<file path="config.mk">
export PLATFORM = sky130hd
export DESIGN_NAME = button_press_classifier
export DESIGN_NICKNAME = d
export VERILOG_FILES = /design/src/rtl/button_press_classifier.sv
export SDC_FILE = /design/constraint.sdc
export NUM_CORES = 1
export LEC_CHECK = 0
export BUFFER_PORTS_ARGS = -buffer_cell sky130_fd_sc_hd__buf_2
export CAP_MARGIN = 30
export CORE_MARGIN = 4
export CORE_UTILIZATION = 28
export DETAILED_ROUTE_END_ITERATION = 10
export GPL_ROUTABILITY_DRIVEN = 0
export PLACE_DENSITY_LB_ADDON = 0.15
export SETUP_SLACK_MARGIN = 0.5
export SYNTH_ARGS = -nofsm -noshare
export SYNTH_HDL_FRONTEND = slang
export SYNTH_SLANG_ARGS = --single-unit
</file>
<file path="constraint.sdc">
create_clock -name i_Clk -period 2.11 [get_ports i_Clk]
set_clock_uncertainty 0.15 [all_clocks]
set_input_delay 0.1055 -clock i_Clk [delete_from_list [all_inputs] [get_ports i_Clk]]
set_output_delay 0.1055 -clock i_Clk [all_outputs]
set_load 0.02 [all_outputs]
</file>
<file path="src/rtl/button_press_classifier.sv">
// button_press_classifier: classifies debounced button gestures into short, long and double presses
module button_press_classifier #(
  parameter int LONG_LIMIT = 12_500_000,
  parameter int DOUBLE_GAP = 6_250_000
) (
  input  logic i_Clk,
  input  logic i_Rst,
  input  logic i_Debounced,
  output logic o_Short_Pulse,
  output logic o_Long_Pulse,
  output logic o_Double_Pulse,
  output logic o_Long_Held,
  output logic o_Busy
);
  localparam int MAX_LIM = LONG_LIMIT > DOUBLE_GAP ? LONG_LIMIT : DOUBLE_GAP;
  localparam int CW = $clog2(MAX_LIM);
  typedef enum logic [2:0] {IDLE, PRESS1, LONG_HOLD, GAP, PRESS2} state_t;
  state_t state, nxt;
  logic [CW-1:0] cnt, cnt_nxt;
  logic r_Prev, short_nxt, long_nxt, dbl_nxt;
  // Next-state, counter and pulse decode; the counter restarts on any state change
  always_comb begin
    nxt = state;
    cnt_nxt = cnt;
    short_nxt = 1'b0;
    long_nxt = 1'b0;
    dbl_nxt = 1'b0;
    case (state)
      IDLE: nxt = (i_Debounced && !r_Prev) ? PRESS1 : IDLE;
      PRESS1:
        if (!i_Debounced) nxt = GAP;
        else if (cnt == CW'(LONG_LIMIT - 1)) begin
          nxt = LONG_HOLD;
          long_nxt = 1'b1;
        end else cnt_nxt = cnt + CW'(1);
      LONG_HOLD: nxt = i_Debounced ? LONG_HOLD : IDLE;
      GAP:
        if (i_Debounced) nxt = PRESS2;
        else if (cnt == CW'(DOUBLE_GAP - 1)) begin
          nxt = IDLE;
          short_nxt = 1'b1;
        end else cnt_nxt = cnt + CW'(1);
      PRESS2:
        if (!i_Debounced) begin
          nxt = IDLE;
          dbl_nxt = 1'b1;
        end
      default: nxt = IDLE;
    endcase
    cnt_nxt = (nxt != state) ? '0 : cnt_nxt;
  end
  // State, edge history and registered outputs; r_Prev resets high so a held button is ignored
  always_ff @(posedge i_Clk) begin
    if (i_Rst) begin
      state <= IDLE;
      cnt <= '0;
      r_Prev <= 1'b1;
      o_Short_Pulse <= 1'b0;
      o_Long_Pulse <= 1'b0;
      o_Double_Pulse <= 1'b0;
      o_Long_Held <= 1'b0;
      o_Busy <= 1'b0;
    end else begin
      state <= nxt;
      cnt <= cnt_nxt;
      r_Prev <= i_Debounced;
      o_Short_Pulse <= short_nxt;
      o_Long_Pulse <= long_nxt;
      o_Double_Pulse <= dbl_nxt;
      o_Long_Held <= nxt == LONG_HOLD;
      o_Busy <= nxt != IDLE;
    end
  end
endmodule

</file>
; Word-level counts from Yosys, hierarchy flattened
; Cells that the tools add are included.
[totals]
reg_bits = 33
output_inout_bits = 5
word_cells = 51
[classes]
addsub = 1
n_eq_ne = 12
muxes = 16
n_bitwise = 4
n_reduce_logical = 10
[ops]
columns = operator, n
row1 = 24-bit two-way mux, 4
row2 = 24-bit one-hot mux with 2 select lines, 1
row3 = "24-bit by 1-bit adder with 24-bit output, second input constant", 1
row4 = "24-bit by 23-bit equality test with 1-bit output, second input constant", 1
row5 = "24-bit equality test, second input constant", 1
row6 = 3-bit two-way mux, 5
row7 = 3-bit one-hot mux with 5 select lines, 1
row8 = "3-bit by 2-bit equality test with 1-bit output, second input constant", 3
row9 = "2-bit inequality test, second input constant", 4
row10 = 3-bit OR reduction, 2
row11 = 5-bit AND reduction, 1
row12 = 1-bit two-way mux, 4
row13 = 1-bit NOT, 4
row14 = 2-bit OR reduction, 2
row15 = "3-bit by 1-bit equality test with 1-bit output, second input constant", 1
row16 = "3-bit equality test, second input constant", 1
row17 = 3-bit zero test, 1
row18 = 3-bit inequality test, 1
row19 = 3-bit nonzero test, 1
row20 = 2-bit two-way mux, 1
row21 = 2-bit nonzero test, 1
row22 = 1-bit logical AND, 1
row23 = 1-bit zero test, 1

; Logic depth before layout (Yosys ltp)
; Gate-level depths: netlist (run 1).
[logic_depth]
depth_word = 6
mapped_depth = 8

; Worst setup path after synthesis (run 1)
; OpenSTA, ideal clock, no wires.
[synth_timing]
path_type = register to register
start = register cnt[15]
end = register cnt[12]
setup_time_ps = 115
t_arrival_ps = 1820
t_required_ps = 1845
path_slack_ps = 25
path_stages_with_launch = 8
path_buffers = 1
period_less_slack_ps = 2085
cell_sequence = dfxtp_1 or4b_1 nor3b_2 a41oi_2 a31oi_1 a221o_2 buf_6 nor2_1
[synth_between]
elab_chain_len = 6
[synth_rtl]
columns = item, line
row1 = "start, declared", 19  ; logic [CW-1:0] cnt, cnt_nxt;
row2 = "start signal, assigned", 65  ; cnt <= cnt_nxt;
row3 = 24-bit by 23-bit equality test with 1-bit output / 24-bit equality test (equally long branches), "39, 32"
row4 = 3-bit two-way mux (on tied branches), "39, 32"
row5 = 3-bit two-way mux (on tied branches), "38, 31"
row6 = 3-bit one-hot mux with 5 select lines, 28  ; case (state)
row7 = 3-bit inequality test, 50  ; cnt_nxt = (nxt != state) ? '0 : cnt_nxt;
row8 = 2-bit OR reduction (no source line), n/a
; Parallel ways exist; a longest one is shown, timed or not.
; A chain may end at the register's enable or synchronous reset.

; Worst setup path after layout (run 1)
[layout_timing]
start = register cnt[8]
end = register o_Long_Held
[layout_between]
elab_chain_len = 5
[layout_rtl]
columns = item, line
row1 = 24-bit by 23-bit equality test with 1-bit output / 24-bit equality test (equally long branches), "39, 32"
row2 = 3-bit two-way mux (on tied branches), "39, 32"
row3 = 3-bit two-way mux (on tied branches), "38, 31"
row4 = 3-bit one-hot mux with 5 select lines (*), 28
row5 = 3-bit by 2-bit equality test with 1-bit output (*), 70  ; o_Long_Held <= nxt == LONG_HOLD;
row6 = "end signal, assigned", 61  ; o_Long_Held <= 1'b0;
row7 = "end signal, assigned", 70
row8 = "end, declared", 12  ; output logic o_Long_Held,
; Every way passes the cells marked *; elsewhere a longest branch is shown, timed or not.

==> results of run 1 <==
## through the flow
| stage | power [W] | hold slack (ps) | worst slack [ps] | setup TNS (ps) | instances |
|---|---|---|---|---|---|
| after floorplan | 0.000726 | 24.6 | 99.8 | 0 | 197 |
| after global placement | 0.000765 | 238 | -70.3 | -152 | 299 |
| after detailed placement | 0.000763 | 231 | -62.4 | -559 | 299 |
| after CTS | 0.00126 | 8.82 | -73.5 | -1220 | 307 |
| after global routing | 0.00130 | 30.0 | -187 | -4000 | 307 |
| final | 0.00123 | 23.8 | -60.2 | -987 | 307 |
## path summary, 6_finish.rpt
check                                          start                endpoint  slack, ps  cells after the start
worst max register to register   cnt[8]$_SDFFE_PP0P_  o_Long_Held$_SDFF_PP0_        -60                      6
worst min-delay path                     i_Debounced       r_Prev$_SDFF_PP1_         20                      2
worst min register to register  cnt[11]$_SDFFE_PP0P_    cnt[11]$_SDFFE_PP0P_        410                      2
worst max-delay path             cnt[8]$_SDFFE_PP0P_  o_Long_Held$_SDFF_PP0_        -60                      6
## worst reg2reg max path, delay by kind of cell (launching register included)
kind               cells  cell delay (ps)
DFF                    1              330
and+or+nand+nor        5             1420
AOI/OAI and AO/OA      1              210
## state kept, by name, indices dropped and copies added (netlist names)
register	flops
o_Long_Pulse	1
cnt	24
o_Short_Pulse	1
r_Prev	1
state	3
o_Busy	1
o_Long_Held	1
o_Double_Pulse	1
## logic make-up after synthesis
kind of cell	share of synthesized area (%)
DFF	39.8
adders and majority gates	0.755
xor gates and xnor gates	12.7
buffers and inverters	3.17
and+or+nand+nor	36.2
AOI/OAI and AO/OA	7.40
## synthesized netlist by cell type (2+ instances only)
| cell type | number | area [µm²] |
|---|---|---|
| sky130_fd_sc_hd__dfxtp_1 | 33 | 661 |
| sky130_fd_sc_hd__nor2_1 | 33 | 124 |
| sky130_fd_sc_hd__xor2_1 | 20 | 175 |
| sky130_fd_sc_hd__nand2_1 | 17 | 63.8 |
| sky130_fd_sc_hd__nand3_1 | 15 | 75.1 |
| sky130_fd_sc_hd__nand4_1 | 10 | 62.6 |
| sky130_fd_sc_hd__nor3_1 | 7 | 35.0 |
| sky130_fd_sc_hd__a21oi_1 | 6 | 30.0 |
| sky130_fd_sc_hd__and3_1 | 6 | 37.5 |
| sky130_fd_sc_hd__clkbuf_1 | 6 | 22.5 |
| sky130_fd_sc_hd__nor4_1 | 5 | 31.3 |
| sky130_fd_sc_hd__xnor2_1 | 4 | 35.0 |
| sky130_fd_sc_hd__and4_1 | 3 | 26.3 |
| sky130_fd_sc_hd__and2_1 | 2 | 12.5 |
| sky130_fd_sc_hd__buf_6 | 2 | 22.5 |
| sky130_fd_sc_hd__inv_1 | 2 | 7.51 |
| sky130_fd_sc_hd__nand2b_1 | 2 | 12.5 |
| sky130_fd_sc_hd__nand4bb_1 | 2 | 22.5 |
| sky130_fd_sc_hd__nor3b_2 | 2 | 25.0 |
| sky130_fd_sc_hd__o21ai_0 | 2 | 10.0 |
## area by class of cell
cell class | instances | area [µm²]
clock buffer | 7 | 86.3
fill | 622 | 3480
inverter | 2 | 7.51
multi-input combinational | 154 | 988
sequential | 33 | 664
tap | 72 | 90.1
timing repair buffer | 39 | 290
## metal layers
layer	wire, µm	up-vias	global-route usage (%)
li1	-	770	-
met1	2090	679	16.8
met2	1740	17	17.7
met3	134	4	3.20
met4	23	0	3.45
met5	0	-	0
## power breakdown
group,internal [W],switching [W],leakage [nW]
clock network,0.000259,0.000217,0.0443
logic,0.0000495,0.0000720,0.479
registers,0.000630,0.00000400,0.268
total,0.000938,0.000293,0.791
## what timing repair did
action	4_1_cts	5_1_grt
hold buffers	1	0
pin swaps	2	3
endpoints found under the hold margin	4	0
endpoints found under the setup margin	30	30
gates cloned	0	0
gates resized for setup	1	5
==> results_tabular.tex, run 1 <==
\begin{tabular}{lr}
\hline
Metric & Value \\
\hline
\multicolumn{2}{l}{\textbf{Status}} \\
\quad Run status & finished with violations \\
\quad Failing checks & setup timing \\
\multicolumn{2}{l}{\textbf{Yosys}} \\
\quad Post-synthesis sequential element count & 33 \\
\quad Net Count, Synth & between 200 and 250 \\
\quad Total number of yosys warnings & 0 \\
\quad Syn Area/Cell & $\sim$8.4 µm² \\
\quad Sequential fraction of the synthesis area & approximately two fifths \\
\quad Gate count of the mapped netlist & around 200 \\
\quad Count of different cell masters after synthesis & 38 \\
\quad EDFF count, synth & 0 \\
\quad Synth Cell Area & between 1500 and 2000 µm² \\
\quad FFs w/ async S/R, synth & 0\% \\
\quad Post-synth top flop & sky130\_fd\_sc\_hd\_\_dfxtp\_1 \\
\multicolumn{2}{l}{\textbf{Clock network}} \\
\quad Buffer levels on the longest clock path & 2 \\
\quad Clock edge transition at the registers on the reported setup and hold paths & approximately 70 ps \\
\quad CTS root buffer & sky130\_fd\_sc\_hd\_\_clkbuf\_8 \\
\quad Clock latency on the worst-skew pair & approximately 280 ps \\
\quad CTS tree & yes \\
\quad Number of clock buffers inserted by TritonCTS & 5 \\
\quad CTS H-Tree Depth & 2 \\
\quad \# clock sinks & 33 \\
\quad Post-CTS Setup Bufs & 0 \\
\multicolumn{2}{l}{\textbf{Worst setup path}} \\
\quad Worst-path fanout max & 4 \\
\quad Category of the most critical setup path & flip-flop to flip-flop \\
\quad Largest delay share family, worst path & simple AND/OR/NAND/NOR gates \\
\quad Worst path arrival time & approximately 2200 ps \\
\quad Critical Path Sink Type & flip-flop \\
\quad Cell Chain, Critical Path & or4\_4 > nor3\_2 > nand4\_1 > or3b\_1 > a21o\_1 > nor3b\_2 \\
\quad CP max stage delay & around 560 ps \\
\quad Number of buffers and inverters on the critical path & 0 \\
\quad Cell at the slowest stage of the critical path & sky130\_fd\_sc\_hd\_\_or4\_4 \\
\quad Worst path required time & approximately 2200 ps \\
\quad Worst Setup Start Kind & flip-flop \\
\multicolumn{2}{l}{\textbf{Cells and area}} \\
\quad Commonest non-fill, non-tap cells in the layout & 33 x sky130\_fd\_sc\_hd\_\_nor2\_1, 30 x sky130\_fd\_sc\_hd\_\_dfxtp\_1, 30 x sky130\_fd\_sc\_hd\_\_buf\_4 \\
\quad Diodes inserted & 0 \\
\quad Area Overhead vs Synth & 28.3\% \\
\quad Final layout net count & 239 \\
\quad Core occupancy in the finished layout & between 30\% and 40\% \\
\quad Layout Cell Area excl Fill & 2130 µm² \\
\quad Proportion of layout cells with a drive suffix above 1 & 25.1\% \\
\quad Most common library cell in the layout ignoring fill and taps & sky130\_fd\_sc\_hd\_\_nor2\_1 \\
\multicolumn{2}{l}{\textbf{Floorplan}} \\
\quad Core Region & roughly 5600 µm² \\
\quad Count of pins on the block boundary & 8 \\
\quad Die span in x & roughly 85 µm \\
\quad Row count & 27 \\
\quad Initial cell density of the core & between 20 and 30\% \\
\quad Floorplan die area & 7220 µm² \\
\quad Height of the die & around 85 µm \\
\multicolumn{2}{l}{\textbf{Pwr}} \\
\quad Peak ir drop on the vdd network & $\sim$0.00025 V \\
\quad Leakage power of the design & 0.791 nW \\
\quad Power per cell area & a little under 600 nW/µm² \\
\multicolumn{2}{l}{\textbf{Timing}} \\
\quad Final hold violation count & 0 \\
\quad Max\_slew headroom & approximately 80\% \\
\quad Final setup violation count & 27 \\
\quad Period minus WS final & between 2000 and 2500 ps \\
\quad Upper clock frequency limit & between 400 and 500 MHz \\
\quad Final clock period utilization by the worst path & 103\% \\
\quad Pins Over Slew Limit & 0 \\
\quad Setup repair after global routing missed its margin & true \\
\quad Crit path setup slack, layout & -60.2 ps \\
\quad Transition time of the tightest slew-check pin & between 200 and 300 ps \\
\multicolumn{2}{l}{\textbf{Routing}} \\
\quad Final wirelength & 3980 µm \\
\quad Initial detailed-routing violation count & 43 \\
\quad Drt drc & 0 \\
\quad Per-cell routed wire length & approximately 13 µm \\
\quad TritonRoute pass-1 iters & 4 \\
\quad Vias per cell & between 4 and 5 \\
\quad Post-DRT Antenna Nets & 0 \\
\quad Total number of vias & approximately 1500 \\
\multicolumn{2}{l}{\textbf{Global route}} \\
\quad Pin count of the biggest net entering global routing & 21 \\
\quad Wire length of the first global-routing pass & approximately 6900 µm \\
\quad Total gr overflow & 0 \\
\quad Global Route Usage Sum & about an eighth \\
\quad Number of antenna violations at the first check in global routing & 0 \\
\quad Vias in the first global route & between 1000 and 1500 \\
\multicolumn{2}{l}{\textbf{Min path}} \\
\quad Class of the worst hold path & input pin to flip-flop \\
\multicolumn{2}{l}{\textbf{Flow run}} \\
\quad Number of maximum-capacitance constraint violations & 0 \\
\multicolumn{2}{l}{\textbf{Placement}} \\
\quad Dpl hpwl & between 3000 and 4000 µm \\
\quad Placement Cell Area & 2000 µm² \\
\quad I/O Buffers & 7 \\
\hline
\end{tabular}
(Power assumes the default switching activity.)
==> run 2, diff against run 1 <==
--- a/config.mk
+++ b/config.mk
@@ -11,7 +11,7 @@
 export CORE_UTILIZATION = 28
 export DETAILED_ROUTE_END_ITERATION = 10
 export GPL_ROUTABILITY_DRIVEN = 0
-export PLACE_DENSITY_LB_ADDON = 0.15
+export PLACE_DENSITY = 0.43
 export SETUP_SLACK_MARGIN = 0.5
 export SYNTH_ARGS = -nofsm -noshare
 export SYNTH_HDL_FRONTEND = slang
==> run 2 against run 1 <==
The flow still finishes with violations (setup timing). Final cell count grew 0.65%. First-iteration DRC count grew 26%. Clock-buffer cell count grew 1. Combinational power is essentially flat.
==> results_tabular.tex, run 2 (same netlist as run 1, synthesis figures left out) <==
\begin{tabular}{lr}
\hline
Metric & Value \\
\hline
\multicolumn{2}{l}{\textbf{Status}} \\
\quad Failing checks & setup timing \\
\quad Run status & finished with violations \\
\multicolumn{2}{l}{\textbf{Min path}} \\
\quad Origin of the worst min-delay path & i\_Debounced \\
\quad Count of cells along the worst hold path & 2 \\
\quad End point of the worst hold path & r\_Prev\$\_SDFF\_PP1\_ \\
\quad Class of the worst hold path & input pin to flip-flop \\
\multicolumn{2}{l}{\textbf{Cells and area}} \\
\quad Area Overhead vs Synth & 30.8\% \\
\quad Fin cells & 309 \\
\quad Proportion of layout cells with a drive suffix above 1 & a little over a quarter \\
\quad Registers with the highest flip-flop counts & cnt x24, state x3 \\
\quad Largest register FFs & 24 \\
\quad Core occupancy in the finished layout & between 30\% and 40\% \\
\quad Diodes inserted & 0 \\
\quad Register ranked first by flip-flop count & cnt \\
\quad Commonest non-fill, non-tap cells in the layout & 32 x sky130\_fd\_sc\_hd\_\_nor2\_1, 31 x sky130\_fd\_sc\_hd\_\_dfxtp\_1, 30 x sky130\_fd\_sc\_hd\_\_buf\_4 \\
\quad Most common library cell in the layout ignoring fill and taps & sky130\_fd\_sc\_hd\_\_nor2\_1 \\
\quad Final layout net count & 240 \\
\multicolumn{2}{l}{\textbf{Pwr}} \\
\quad Peak ir drop on the vdd network & between 0.0003 and 0.0004 V \\
\quad Leakage power of the design & 0.795 nW \\
\quad Power per cell area & 559 nW/µm² \\
\quad Total power consumption of the routed design & 0.00121 W \\
\multicolumn{2}{l}{\textbf{Placement}} \\
\quad Dpl hpwl & just over 3000 µm \\
\quad Post-Place Setup Slack & -126 ps \\
\quad Total instance count after detailed placement & between 200 and 300 \\
\quad I/O Buffers & 7 \\
\multicolumn{2}{l}{\textbf{Timing}} \\
\quad Final hold violation count & 0 \\
\quad Final setup violation count & 27 \\
\quad Crit path setup slack, layout & -65.0 ps \\
\quad Max\_slew headroom & around two thirds \\
\quad Upper clock frequency limit & 460 MHz \\
\quad Final clock period utilization by the worst path & 103\% \\
\quad Period minus WS final & 2180 ps \\
\quad Setup repair after global routing missed its margin & true \\
\quad Transition time of the tightest slew-check pin & around 500 ps \\
\quad Pins Over Slew Limit & 0 \\
\multicolumn{2}{l}{\textbf{Floorplan}} \\
\quad Row count & 27 \\
\quad Core Region & roughly 5600 µm² \\
\quad Floorplan die area & a little over 7000 µm² \\
\quad Height of the die & around 85 µm \\
\quad Count of pins on the block boundary & 8 \\
\quad Initial cell density of the core & just under 30\% \\
\quad Die span in x & between 80 and 90 µm \\
\multicolumn{2}{l}{\textbf{Routing}} \\
\quad Drt drc & 0 \\
\quad Final wirelength & approximately 4200 µm \\
\quad Vias per cell & between 4 and 5 \\
\quad Total number of vias & around 1500 \\
\quad TritonRoute pass-1 iters & 4 \\
\quad Initial detailed-routing violation count & 54 \\
\quad Post-DRT Antenna Nets & 0 \\
\quad Per-cell routed wire length & around 14 µm \\
\multicolumn{2}{l}{\textbf{Flow run}} \\
\quad Number of maximum-capacitance constraint violations & 0 \\
\multicolumn{2}{l}{\textbf{Clock network}} \\
\quad \# clock sinks & 33 \\
\quad CTS tree & yes \\
\quad Clock edge transition at the registers on the reported setup and hold paths & approximately 70 ps \\
\quad Clock latency on the worst-skew pair & around 280 ps \\
\quad Buffer levels on the longest clock path & 2 \\
\quad CTS H-Tree Depth & 2 \\
\quad Number of clock buffers inserted by TritonCTS & 5 \\
\quad CTS root buffer & sky130\_fd\_sc\_hd\_\_clkbuf\_8 \\
\multicolumn{2}{l}{\textbf{Worst setup path}} \\
\quad Worst path arrival time & 2240 ps \\
\quad Category of the most critical setup path & flip-flop to flip-flop \\
\quad Source of the worst register-to-register timing path & cnt[8]\$\_SDFFE\_PP0P\_ \\
\quad Cell at the slowest stage of the critical path & sky130\_fd\_sc\_hd\_\_or4\_4 \\
\quad Worst path required time & roughly 2200 ps \\
\quad Register-to-register setup slack & -70 ps \\
\quad FF-to-FF End & o\_Long\_Held\$\_SDFF\_PP0\_ \\
\quad Number of cells on the worst reg-to-reg path & 6 \\
\quad Worst-path fanout max & 4 \\
\quad Critical Path Sink Type & flip-flop \\
\quad Launching instance or port of the critical path & cnt[8]\$\_SDFFE\_PP0P\_ \\
\quad Cell Chain, Critical Path & or4\_4 > nor3\_2 > nand4\_1 > or3b\_1 > a21o\_1 > nor3b\_2 \\
\quad CP max stage delay & around 570 ps \\
\quad Worst Setup Start Kind & flip-flop \\
\multicolumn{2}{l}{\textbf{Global route}} \\
\quad Vias in the first global route & $\sim$1500 \\
\quad Pin count of the biggest net entering global routing & 25 \\
\quad Total gr overflow & 0 \\
\quad Wire length of the first global-routing pass & 7180 µm \\
\quad Number of antenna violations at the first check in global routing & 0 \\
\quad Global Route Usage Sum & 12.4\% \\
\hline
\end{tabular}
## run 2: per-layer routing
| metal | vias to the layer above | wire (µm) | GRT usage (%) | share of wire [%] |
|---|---|---|---|---|
| li1 | 776 | - | - | - |
| met1 | 703 | 2140 | 17.7 | 51 |
| met2 | 16 | 1870 | 18.4 | 45 |
| met3 | 4 | 128 | 2.62 | 3.1 |
| met4 | 0 | 39 | 3.88 | 0.93 |
| met5 | - | 0 | 0 | 0 |
## run 2: cell type report
| class | count | area (µm²) |
|---|---|---|
| Sequential cell | 33 | 663 |
| Timing Repair Buffer | 40 | 302 |
| Tap cell | 72 | 90.1 |
| Inverter | 2 | 7.51 |
| Fill cell | 608 | 3440 |
| Multi-Input combinational cell | 154 | 1030 |
| Clock buffer | 8 | 80.1 |
## run 2: per-stage QoR
| stage | area, µm² | hold WS (ps) | TNS, ps |
|---|---|---|---|
| 2_1_floorplan | 1670 | 24.6 | 0 |
| 3_3_place_gp | 2000 | 234 | -2130 |
| 3_5_place_dp | 2000 | 226 | -2800 |
| 4_1_cts | 2140 | 10.9 | -1620 |
| 5_1_grt | 2170 | 33.7 | -3650 |
| 6_report | 2170 | 24.4 | -479 |
## run 2: how the worst max path moves through the flow
| stage | end |
|---|---|
| finish | o_Long_Held$_SDFF_PP0_ |
| global route | cnt[2]$_SDFFE_PP0P_ |
| floorplan | cnt[4]$_SDFFE_PP0P_ |
| CTS | cnt[8]$_SDFFE_PP0P_ |
| global placement | cnt[8]$_SDFFE_PP0P_ |
| detailed placement | cnt[8]$_SDFFE_PP0P_ |
## run 2: worst max-delay path, delay by kind of cell, from the launching register on
kind	cells	cell delay (ps)
AO/OA/AOI/OAI	1	200
flip-flops	1	330
AND/OR/NAND/NOR	5	1430
## run 2: report_power, final
group	leakage, nW	internal (W)	switching, W
logic	0.488	0.0000480	0.0000722
registers	0.267	0.000630	0.00000509
clock network	0.0395	0.000234	0.000223
## run 2: timing repair
item,CTS,global route
setup endpoints to repair,30,30
cloned,0,0
buffers inserted,1,0
hold buffers,1,0
hold endpoints to repair,4,0
pin swaps,3,4
gates resized for setup,10,4
==> run 3, diff against run 2 <==
--- a/config.mk
+++ b/config.mk
@@ -16,3 +16,4 @@
 export SYNTH_ARGS = -nofsm -noshare
 export SYNTH_HDL_FRONTEND = slang
 export SYNTH_SLANG_ARGS = --single-unit
+export TNS_END_PERCENT = 1
==> run 3 against run 2 <==
The run still ends with setup timing left. Sequential power is essentially flat. First-iteration DRC count is 11% higher. Core utilization is 0.76 points lower. Setup slack gained 38 ps. Clock power grew 6.3%. Die area stayed put. Wire length grew 0.62%. Design area fell by 2.0%. Final cell count shrank 0.32%. Largest power group unchanged.
==> results_tabular.tex, run 3 (same netlist as run 1, synthesis figures left out) <==
\begin{tabular}{lr}
\hline
Metric & Value \\
\hline
\multicolumn{2}{l}{\textbf{Pwr}} \\
\quad Leakage power of the design & 0.798 nW \\
\quad Power per cell area & between 500 and 600 nW/µm² \\
\quad Peak ir drop on the vdd network & about 0.00024 V \\
\multicolumn{2}{l}{\textbf{Worst setup path}} \\
\quad Cell Chain, Critical Path & or4\_4 > nor3\_2 > nand4\_1 > or3b\_1 > a21o\_1 > nor3b\_2 \\
\quad Largest delay share family, worst path & simple AND/OR/NAND/NOR gates \\
\quad Worst path required time & $\sim$2200 ps \\
\quad Critical Path Sink Type & flip-flop \\
\quad CP max stage delay & between 500 and 600 ps \\
\quad Number of buffers and inverters on the critical path & 0 \\
\quad Launching instance or port of the critical path & cnt[5]\$\_SDFFE\_PP0P\_ \\
\quad Worst-path fanout max & 4 \\
\quad Category of the most critical setup path & flip-flop to flip-flop \\
\quad Worst Setup Start Kind & flip-flop \\
\quad Source of the worst register-to-register timing path & cnt[5]\$\_SDFFE\_PP0P\_ \\
\quad Cell at the slowest stage of the critical path & sky130\_fd\_sc\_hd\_\_or4\_4 \\
\quad Worst path arrival time & $\sim$2200 ps \\
\multicolumn{2}{l}{\textbf{Cells and area}} \\
\quad Area Overhead vs Synth & 28.2\% \\
\quad Final layout net count & 240 \\
\quad Diodes inserted & 0 \\
\quad Commonest non-fill, non-tap cells in the layout & 31 x sky130\_fd\_sc\_hd\_\_dfxtp\_1, 31 x sky130\_fd\_sc\_hd\_\_buf\_4, 30 x sky130\_fd\_sc\_hd\_\_nor2\_1 \\
\quad Largest register FFs & 24 \\
\quad Core occupancy in the finished layout & about 38\% \\
\quad Layout Cell Area excl Fill & roughly 2100 µm² \\
\quad Fin cells & 308 \\
\quad Proportion of layout cells with a drive suffix above 1 & around 26\% \\
\quad Register ranked first by flip-flop count & cnt \\
\quad Final-layout fill cell count & between 600 and 700 \\
\quad Registers with the highest flip-flop counts & cnt x24, state x3 \\
\multicolumn{2}{l}{\textbf{Global route}} \\
\quad Vias in the first global route & 1445 \\
\quad Global Route Usage Sum & 12.3\% \\
\quad Pin count of the biggest net entering global routing & 19 \\
\quad Number of antenna violations at the first check in global routing & 0 \\
\quad Wire length of the first global-routing pass & approximately 7100 µm \\
\quad Total gr overflow & 0 \\
\multicolumn{2}{l}{\textbf{Flow run}} \\
\quad Number of maximum-capacitance constraint violations & 0 \\
\multicolumn{2}{l}{\textbf{Clock network}} \\
\quad Clock latency on the worst-skew pair & a little under 300 ps \\
\quad CTS tree & yes \\
\quad CTS H-Tree Depth & 2 \\
\quad Clock edge transition at the registers on the reported setup and hold paths & approximately 70 ps \\
\quad Buffer levels on the longest clock path & 2 \\
\quad Number of clock buffers inserted by TritonCTS & 5 \\
\quad CTS root buffer & sky130\_fd\_sc\_hd\_\_clkbuf\_8 \\
\quad \# clock sinks & 33 \\
\multicolumn{2}{l}{\textbf{Floorplan}} \\
\quad Row count & 27 \\
\quad Height of the die & roughly 85 µm \\
\quad Floorplan die area & 7220 µm² \\
\quad Initial cell density of the core & between 20\% and 30\% \\
\quad Count of pins on the block boundary & 8 \\
\quad Die span in x & around 85 µm \\
\quad Core Region & between 5000 and 6000 µm² \\
\multicolumn{2}{l}{\textbf{Timing}} \\
\quad Max\_slew headroom & about three quarters \\
\quad Period minus WS final & 2140 ps \\
\quad Transition time of the tightest slew-check pin & around 360 ps \\
\quad Upper clock frequency limit & between 400 and 500 MHz \\
\quad Setup TNS after final layout & -425 ps \\
\quad Crit path setup slack, layout & -26.8 ps \\
\quad Pins Over Slew Limit & 0 \\
\quad Final hold violation count & 0 \\
\quad Final setup violation count & 23 \\
\quad Final clock period utilization by the worst path & 101\% \\
\quad Setup repair after global routing missed its margin & true \\
\multicolumn{2}{l}{\textbf{Placement}} \\
\quad Post-Place Setup Slack & -19.9 ps \\
\quad Dpl hpwl & between 3000 and 4000 µm \\
\quad Placement Cell Area & between 1500 and 2000 µm² \\
\quad I/O Buffers & 7 \\
\quad Total instance count after detailed placement & 299 \\
\multicolumn{2}{l}{\textbf{Routing}} \\
\quad Drt drc & 0 \\
\quad Final wirelength & between 4000 and 5000 µm \\
\quad Initial detailed-routing violation count & 60 \\
\quad TritonRoute pass-1 iters & 4 \\
\quad Post-DRT Antenna Nets & 0 \\
\quad Vias per cell & $\sim$4.9 \\
\quad Per-cell routed wire length & 13.6 µm \\
\quad Total number of vias & approximately 1500 \\
\multicolumn{2}{l}{\textbf{Min path}} \\
\quad Class of the worst hold path & input pin to flip-flop \\
\quad Origin of the worst min-delay path & i\_Debounced \\
\multicolumn{2}{l}{\textbf{Status}} \\
\quad Failing checks & setup timing \\
\quad Run status & finished with violations \\
\hline
\end{tabular}
==> run 3: worst register-to-register path: stages (launching register included) <==
cell and delay [ps]:
sky130_fd_sc_hd__dfxtp_1 310, sky130_fd_sc_hd__or4_4 550, sky130_fd_sc_hd__nor3_2 120, sky130_fd_sc_hd__nand4_1 200, sky130_fd_sc_hd__or3b_1 400, sky130_fd_sc_hd__a21o_1 200, sky130_fd_sc_hd__nor3b_2 140
==> run 3: worst paths after layout <==
| path | endpoint | slack, ps | cells after the start |
|---|---|---|---|
| worst min register to register | cnt[11]$_SDFFE_PP0P_ | 390 | 2 |
| worst max-delay path | o_Long_Held$_SDFF_PP0_ | -30 | 6 |
| worst min-delay path | o_Long_Pulse$_SDFF_PP0_ | 10 | 3 |
| worst max register to register | o_Long_Held$_SDFF_PP0_ | -30 | 6 |
==> run 3: power breakdown <==
part           total, W  switching [W]  internal (W)  leakage (nW)
Combinational  0.000127      0.0000738     0.0000535         0.486
Sequential     0.000635     0.00000516      0.000630         0.267
Clock          0.000486       0.000227      0.000259        0.0443
Total           0.00125       0.000306      0.000942         0.798
==> run 3: layer usage <==
metal	part of all wire, %	global-route usage (%)
met3	3.7	2.91
met1	50	16.6
met5	0	0
met4	1.5	4.75
met2	44	19.0
==> run 3: layout make-up <==
type	count	area (µm²)	share of cell area [%]
multi-input cells	154	981	46.1
inverters	2	7.51	0.353
well taps	72	90.1	4.24
flip-flops and latches	33	663	31.2
clock buffers	7	86.3	4.06
repair buffers	40	298	14.0
==> run 3: through the flow <==
stage | hold slack [ps] | power, W
after floorplan | 24.6 | 0.000724
after global placement | 227 | 0.000768
after detailed placement | 224 | 0.000767
after CTS | 4.96 | 0.00127
after global routing | 19.8 | 0.00130
final | 11.6 | 0.00125
==> run 3: timing repair <==
| item | CTS | global route |
|---|---|---|
| setup buffers | 0 | 1 |
| endpoints found under the hold margin | 4 | 0 |
| pin swaps | 14 | 6 |
| hold buffers | 1 | 0 |
| setup endpoints to repair | 30 | 30 |
| resized for setup | 6 | 5 |
| cloned | 0 | 0 |
